$ cat config.mk
export PLATFORM = sky130hd
export DESIGN_NAME = eth_link_rst_mgr
export DESIGN_NICKNAME = d
export VERILOG_FILES = /design/src/rtl/eth_link_rst_mgr.sv
export SDC_FILE = /design/constraint.sdc
export NUM_CORES = 1
export LEC_CHECK = 0
export CORE_ASPECT_RATIO = 1.1
export CORE_MARGIN = 2
export CORE_UTILIZATION = 46
export CTS_BUF_LIST = sky130_fd_sc_hd__clkbuf_8 sky130_fd_sc_hd__clkbuf_16
export DETAILED_ROUTE_END_ITERATION = 12
export PLACE_DENSITY = 0.61
export SYNTH_ARGS = -nofsm -noshare
export SYNTH_HDL_FRONTEND = slang
export SYNTH_SLANG_ARGS = --single-unit
$ cat constraint.sdc
create_clock -name clock -period 3.93 [get_ports clock]
set_input_delay 0.5895 -clock clock [delete_from_list [all_inputs] [get_ports clock]]
set_output_delay 0.5895 -clock clock [all_outputs]
set_load 0.05 [all_outputs]
$ cat src/rtl/eth_link_rst_mgr.sv
// Link supervisor for the transceiver reset controller: sequences xcvr/MAC resets,
// qualifies lock, reports link_up, and retries with bounded attempts and backoff.
module eth_link_rst_mgr #(
   parameter int RST_HOLD      = 32,
   parameter int READY_TIMEOUT = 65535,
   parameter int LOCK_STABLE   = 256,
   parameter int LOCK_TIMEOUT  = 65535,
   parameter int LOSS_FILTER   = 8,
   parameter int MAX_RETRIES   = 7,
   parameter int BACKOFF       = 65535,
   parameter int CNT_W         = 20
) (
   input  logic        clock,
   input  logic        reset,
   input  logic        tx_ready,
   input  logic        rx_ready,
   input  logic        rx_is_lockedtodata,
   input  logic        rx_block_lock,
   output logic        xcvr_reset,
   output logic        mac_tx_reset,
   output logic        mac_rx_reset,
   output logic        link_up,
   output logic        fault,
   output logic [2:0]  retry_cnt,
   output logic [15:0] link_drops
);

   localparam logic [CNT_W-1:0] T_HOLD   = CNT_W'(RST_HOLD - 1);
   localparam logic [CNT_W-1:0] T_READY  = CNT_W'(READY_TIMEOUT - 1);
   localparam logic [CNT_W-1:0] T_STABLE = CNT_W'(LOCK_STABLE - 1);
   localparam logic [CNT_W-1:0] T_LOCK   = CNT_W'(LOCK_TIMEOUT - 1);
   localparam logic [CNT_W-1:0] T_LOSS   = CNT_W'(LOSS_FILTER - 1);
   localparam logic [CNT_W-1:0] T_BACK   = CNT_W'(BACKOFF - 1);
   localparam logic [2:0]       MAX_R    = 3'(MAX_RETRIES);

   typedef enum logic [2:0] {
      RST_HOLD_S,
      WAIT_READY,
      WAIT_LOCK,
      LINK_UP,
      FAULT
   } state_t;

   function automatic logic [15:0] sat_inc16(input logic [15:0] v);
      return (v == 16'hFFFF) ? v : v + 16'd1;
   endfunction

   state_t           state, state_nxt;
   logic [CNT_W-1:0] timer;
   logic [CNT_W-1:0] stab, stab_nxt;
   logic [CNT_W-1:0] loss, loss_nxt;
   logic [2:0]       retry_nxt;
   logic [15:0]      drops_nxt;
   logic             fail, drop;
   logic             xcvr_nxt, mac_tx_nxt, mac_rx_nxt, link_nxt, fault_nxt;

   // Stage p0/p1: two-flop synchronisers for the asynchronous status inputs
   logic [3:0] sync_p0, sync_p1;
   logic       tx_ok, rx_ok, locked;

   always_ff @(posedge clock or posedge reset) begin
      if (reset) begin
         sync_p0 <= '0;
         sync_p1 <= '0;
      end else begin
         sync_p0 <= {tx_ready, rx_ready, rx_is_lockedtodata, rx_block_lock};
         sync_p1 <= sync_p0;
      end
   end

   assign tx_ok  = sync_p1[3];
   assign rx_ok  = sync_p1[2];
   assign locked = sync_p1[1] & sync_p1[0];

   always_comb begin
      state_nxt = state;
      retry_nxt = retry_cnt;
      drops_nxt = link_drops;
      stab_nxt  = '0;
      loss_nxt  = '0;
      fail      = 1'b0;
      drop      = 1'b0;
      case (state)
         RST_HOLD_S: if (timer == T_HOLD) state_nxt = WAIT_READY;
         WAIT_READY: begin
            if (tx_ok && rx_ok)        state_nxt = WAIT_LOCK;
            else if (timer == T_READY) fail = 1'b1;
         end
         WAIT_LOCK: begin
            // ready loss outranks stability, stability outranks timeout
            if (!tx_ok || !rx_ok)                 fail = 1'b1;
            else if (locked && stab == T_STABLE)  state_nxt = LINK_UP;
            else begin
               if (locked)           stab_nxt = stab + 1'b1;
               if (timer == T_LOCK)  fail = 1'b1;
            end
         end
         LINK_UP: begin
            if (!tx_ok) drop = 1'b1;
            else if (!(locked && rx_ok)) begin
               if (loss == T_LOSS) drop = 1'b1;
               else                loss_nxt = loss + 1'b1;
            end
         end
         FAULT: begin
            if (timer == T_BACK) begin
               retry_nxt = '0;
               state_nxt = RST_HOLD_S;
            end
         end
         default: state_nxt = RST_HOLD_S;
      endcase

      if (fail) begin
         if (retry_cnt == MAX_R) state_nxt = FAULT;
         else begin
            retry_nxt = retry_cnt + 3'd1;
            state_nxt = RST_HOLD_S;
         end
      end
      if (drop) begin
         state_nxt = RST_HOLD_S;
         drops_nxt = sat_inc16(link_drops);
      end
      if (state_nxt == LINK_UP && state != LINK_UP) retry_nxt = '0;

      // Outputs are registered from the next state so they track the state register
      xcvr_nxt   = (state_nxt == RST_HOLD_S) || (state_nxt == FAULT);
      mac_tx_nxt = (state_nxt == RST_HOLD_S) || (state_nxt == FAULT) || (state_nxt == WAIT_READY);
      mac_rx_nxt = (state_nxt != LINK_UP);
      link_nxt   = (state_nxt == LINK_UP);
      fault_nxt  = (state_nxt == FAULT);
   end

   // Stage p2: state, counters and registered outputs
   always_ff @(posedge clock or posedge reset) begin
      if (reset) begin
         state        <= RST_HOLD_S;
         timer        <= '0;
         stab         <= '0;
         loss         <= '0;
         retry_cnt    <= '0;
         link_drops   <= '0;
         xcvr_reset   <= 1'b1;
         mac_tx_reset <= 1'b1;
         mac_rx_reset <= 1'b1;
         link_up      <= 1'b0;
         fault        <= 1'b0;
      end else begin
         state        <= state_nxt;
         timer        <= (state_nxt != state) ? '0 : timer + 1'b1;
         stab         <= stab_nxt;
         loss         <= loss_nxt;
         retry_cnt    <= retry_nxt;
         link_drops   <= drops_nxt;
         xcvr_reset   <= xcvr_nxt;
         mac_tx_reset <= mac_tx_nxt;
         mac_rx_reset <= mac_rx_nxt;
         link_up      <= link_nxt;
         fault        <= fault_nxt;
      end
   end

endmodule

== After elaboration in Yosys (flattened, before gate mapping) ==
Cells that the tools add are included.
Word-level totals
  word-level logic and storage cells: 80
  input port bits: 6
  flip-flop bits (word level): 95
  output and inout bits: 24
Cells by class
  add/sub/neg operators: 5
  reduce and logical (&&, ||, !) cells: 12
  bitwise operators: 2
  mux-type cells: 32
  equal/unequal tests: 16
Operator list (count)
  20-bit 2-to-1 mux: 9
  20-bit by 1-bit adder with 20-bit output (second input constant): 3
  3-bit 2-to-1 mux: 13
  20-bit by 16-bit equality test with 1-bit output (second input constant): 1
  20-bit by 3-bit equality test with 1-bit output (second input constant): 1
  20-bit by 5-bit equality test with 1-bit output (second input constant): 1
  20-bit by 8-bit equality test with 1-bit output (second input constant): 1
  16-bit by 1-bit adder with 16-bit output (second input constant): 1
  16-bit equality test (second input constant): 1
  3-bit one-hot mux with 5 select lines: 1
  3-bit by 2-bit equality test with 1-bit output (second input constant): 3
  3-bit equality test (second input constant): 3
  1-bit 2-to-1 mux: 8
  3-bit by 1-bit equality test with 1-bit output (second input constant): 2
  3-bit zero test: 2
  3-bit by 2-bit != test with 1-bit output (second input constant): 2
  1-bit logical AND: 4
  3-bit by 1-bit adder with 3-bit output (second input constant): 1
  1-bit logical OR: 3
  3-bit != test: 1
  1-bit zero test: 2
  1-bit one-hot mux with 2 select lines: 1
  2-bit AND reduction: 1
  1-bit bitwise AND: 1
  1-bit NOT: 1

== Longest topological paths before layout ==
  depth in word-level cells: 10
  mapped depth: 9
  mapped depth without buffers: 7

== Worst setup path before layout ==
OpenSTA, ideal clock, no wires.
  kind: reg-to-reg
  start: register link_drops[5]
  end: register link_drops[6]
  required time: 3787 ps
  period minus slack after synthesis: 2206 ps
  library setup time: 143 ps
  arrival time: 2063 ps
  path slack: 1724 ps
  cell stages (with the launch flop): 8
  cells stage by stage: dfrtp_1 and4_1 buf_6 nand4_2 or4_4 and2_4 nand3_1 xnor2_1
Between the ends
  longest elaborated chain between the ends: 3
  elaborated cells on any way between the ends: 4
Ends and longest elaborated chain
  start, declared: line 25  | output logic [15:0] link_drops
  start signal, assigned: line 155  | link_drops <= drops_nxt;
  parallel branches: the longest is 3 deep, another holds 16-bit by 1-bit adder with 16-bit output
Several ways; the timed one is not identified.
A chain may end at the register's enable or synchronous reset.

== Final worst setup path ==
  start: register stab[0]
  end: register timer[1]
Between the ends
  longest elaborated chain between the ends: 9
  elaborated cells on any way between the ends: 12
Ends and longest elaborated chain
  start, declared: line 50  | logic [CNT_W-1:0] stab, stab_nxt;
  start signal, assigned: line 152  | stab <= stab_nxt;
  20-bit by 8-bit equality test with 1-bit output (*): line 92  | else if (locked && stab == T_STABLE) state_nxt = LINK_UP;
  1-bit logical AND (*): line 92
  3-bit 2-to-1 mux / 1-bit 2-to-1 mux (equally long branches): line 92
  3-bit 2-to-1 mux / 1-bit 2-to-1 mux (equally long branches): line 91  | if (!tx_ok || !rx_ok) fail = 1'b1;
  3-bit one-hot mux with 5 select lines / 1-bit one-hot mux with 2 select lines (equally long branches): line 83  | case (state)
  3-bit 2-to-1 mux (*): line 114  | if (fail) begin
  3-bit 2-to-1 mux (*): line 121  | if (drop) begin
  3-bit != test (*): line 151  | timer <= (state_nxt != state) ? '0 : timer + 1'b1;
  20-bit 2-to-1 mux (*): line 151
  end signal, assigned: line 151
  end, declared: line 49  | logic [CNT_W-1:0] timer;
Every way passes the cells marked *; elsewhere a longest branch is shown, timed or not.

==> results.tsv <==
metric	value	unit
Seq pwr share	0.542	
GRT overflow	0	
DRT antenna net count	0	
cell internal pwr	1.46	mW
maximum vdd drop	157	µV
synth unique cells	51	
H-tree depth	3	
cells along the critical path	ha_1 -> and4_1 -> and4_4 -> a21oi_1 -> o221ai_1 -> nand3_1 -> a211oi_2	
Chip Height	110	µm
Async SR Flop Fraction	1.00	
Post-synth EDFFs	0	
share of the synthesized area in the top cell type	0.487	
mux cell area share after synthesis	0.00688	
met3 Use GR	0.0221	
Critical Path Source Type	register	
Synth Area in Adders	0.0207	
max-slew violation count	0	
Top-Level Pins	30	
syn nets	476	
worst-path maximum fanout	20	
f_max	0.352	GHz
via count	3339	
RSZ-0062 raised after global routing	no	
# Post-CTS Setup Buffers	0	
CP max stage cell	nand3_1	
# hold bufs at CTS	0	
prevailing post-synth register cell	dfrtp_1	
Psw	0.496	mW
Logic pwr share	0.093	
Rows	38	
CP arrival	3.12	ns
Max-cap violations	0	
Slew @ Worst Pin	1.07	ns
WL/cell	14.6	µm
clock slew at reported path FFs	0.10	ns
flip-flop and latch count after synthesis	95	
largest family of logic cells by synthesized area	simple AND/OR/NAND/NOR gates	
worst min-delay path class	reg -> reg	
area delta synth->final	13.0	%
pin count of the biggest net entering global routing	62	
critical path's top delay family	simple AND/OR/NAND/NOR gates	
first drt pass iteration count	4	
clock power share	0.365	
setup TNS	0	ns
fin crit share	0.723	
CTS tree	yes	
Synth Cell Area	4730	µm²
synth cell count leaders	92 x dfrtp_1, 64 x nor2_1, 38 x xor2_1, 34 x nand3_1, 30 x nand2_1	
Initial Utilization	0.476	
CTS buffer count	9	
final setup vio count	0	
vias in the first global route	3290	
xor and xnor area share after synthesis	0.122	
GP Congestion	0.856	
Switching Share	0.254	
DR vias/cell	5.40	
WL final	9.00	mm
Post-route DRC	0	
clk_lat worst skew	0.37	ns
min cycle time layout	2.84	ns
final hold vios	0	
post-synthesis compound-gate area fraction	0.0744	
number of port buffers	29	
Core ar.	9940	µm²
Area contributors post-synth	dfrtp_1 49%, xor2_1 7.0%, xnor2_1 5.2%	
root buffer cell	clkbuf_8	
Setup CP Type	reg -> reg	
CP peak stage delay	0.80	ns
die width	101	µm
met1 usage	0.235	
synthesized area per cell	10.2	µm²
Synth warnings	0	
Hold WS	0.344	ns
Seq/Total Area, Yosys	0.504	
die area	11100	µm²
antenna violations before repair	0	
Gates resized, CTS repair	0	
Tot GR Track Use	0.177	
CP endpoint kind	register	
post-synth top area cell	dfrtp_1	
grt peak-use layer	met2	
Nets	506	
CTS Sinks	95	
CTS max path bufs	2	
Worst slew margin	0.284	
Pwr per Cell Area	366	nW/µm²
simple-gate area share of the yosys netlist	0.243	
Fin Clk Skew	0.0166	ns
met2 usage	0.284	
DRT iter0 DRCs	144	
share of cells above drive strength 1	0.106	
hpwl dp	6.19	mm
status	complete, no violations	
Critical Path RT	4.21	ns
leak pwr	2.26	nW
first-pass GRT wire length	15.4	mm
cell count after synthesis	463	
Antenna Cells	0	
most common cell in the netlist	dfrtp_1	
Buf/Inv on CP	0	
## power groups by stage
stage	combinational [mW]	sequential (mW)	clock [mW]
final	0.182	1.06	0.713
after global routing	0.206	1.07	0.776
after CTS	0.187	1.06	0.742
after detailed placement	0.186	1.08	0
after global placement	0.178	1.08	0
after floorplan	0.129	1.08	0
## state kept, by name, indices dropped and copies added, names as in the netlist
name	cells
sync_p1	4
stab	20
mac_tx_reset	1
loss	20
fault	1
link_drops	16
state	3
mac_rx_reset	1
link_up	1
xcvr_reset	1
sync_p0	4
timer	20
retry_cnt	3
## kinds of logic (layout without fill, tap and decap cells)
| logic type | after synthesis | after routing |
|---|---|---|
| AOI/OAI and AO/OA | 45 | 45 |
| and+or+nand+nor | 218 | 218 |
| muxes | 3 | 3 |
| buffers and inverters | 28 | 63 |
| DFF | 95 | 95 |
| adders and majority gates | 8 | 8 |
| xor gates and xnor gates | 66 | 66 |
## layout make-up
cell class              instances  area, µm²
multi-input cells             340       2210
repair buffers                 34        328
clock inverters                 7       96.3
flip-flops and latches         95       2380
fillers                       893       4600
inverters                      13       50.0
well taps                     120        150
clock buffers                   9        124
## final timing paths
kind,startpoint,cells after the start,end,slack [ns]
hold reg to reg,sync_p0[1],0,sync_p1[1],0.34
max in group asynchronous,reset,3,loss[9],2.25
setup reg to reg,stab[0],7,timer[1],1.09
hold / removal,sync_p0[1],0,sync_p1[1],0.34
min in group asynchronous,reset,2,retry_cnt[1],0.75
setup / recovery,stab[0],7,timer[1],1.09
## layer usage
layer / routed length (µm) / share of wire
met1: 4340 / 0.48
met2: 4240 / 0.47
met3: 223 / 0.025
met4: 200 / 0.022
met5: 0 / 0
## stage by stage
step / power [mW] / instances / util / setup WS, ns / instance area (µm²)
floorplan: 1.21 / 463 / - / 0.868 / 4730
global placement: 1.25 / 602 / 0.515 / 1.25 / 5120
detailed placement: 1.26 / 602 / 0.515 / 1.13 / 5120
CTS: 1.99 / 618 / 0.538 / 1.11 / 5340
global route: 2.05 / 618 / 0.538 / 0.804 / 5340
finish: 1.95 / 618 / 0.538 / 1.09 / 5340
## layout by cell type, fill, tap and decap left out, types with 2 or more instances in the layout
master           count
dfrtp_1             92
nor2_1              64
xor2_1              38
nand3_1             34
nand2_1             30
clkdlybuf4s50_1     29
xnor2_1             28
nand4_1             18
and3_1              16
a21oi_1             15
inv_1               13
nor4_1              11
a211oi_2            11
nand2b_1            10
clkbuf_8             9
and4_1               8
ha_1                 7
o21ai_0              6
nor3_1               5
buf_4                5
or3_1                4
dfstp_2              3
or2_2                2
or2_1                2
a31oi_1              2
a21o_1               2
mux2_2               2
and2_1               2
nand4_2              2
nand3_2              2
inv_6                2
clkinvlp_4           2
bufinv_16            2
No activity file was read; power rests on OpenSTA's default activity.
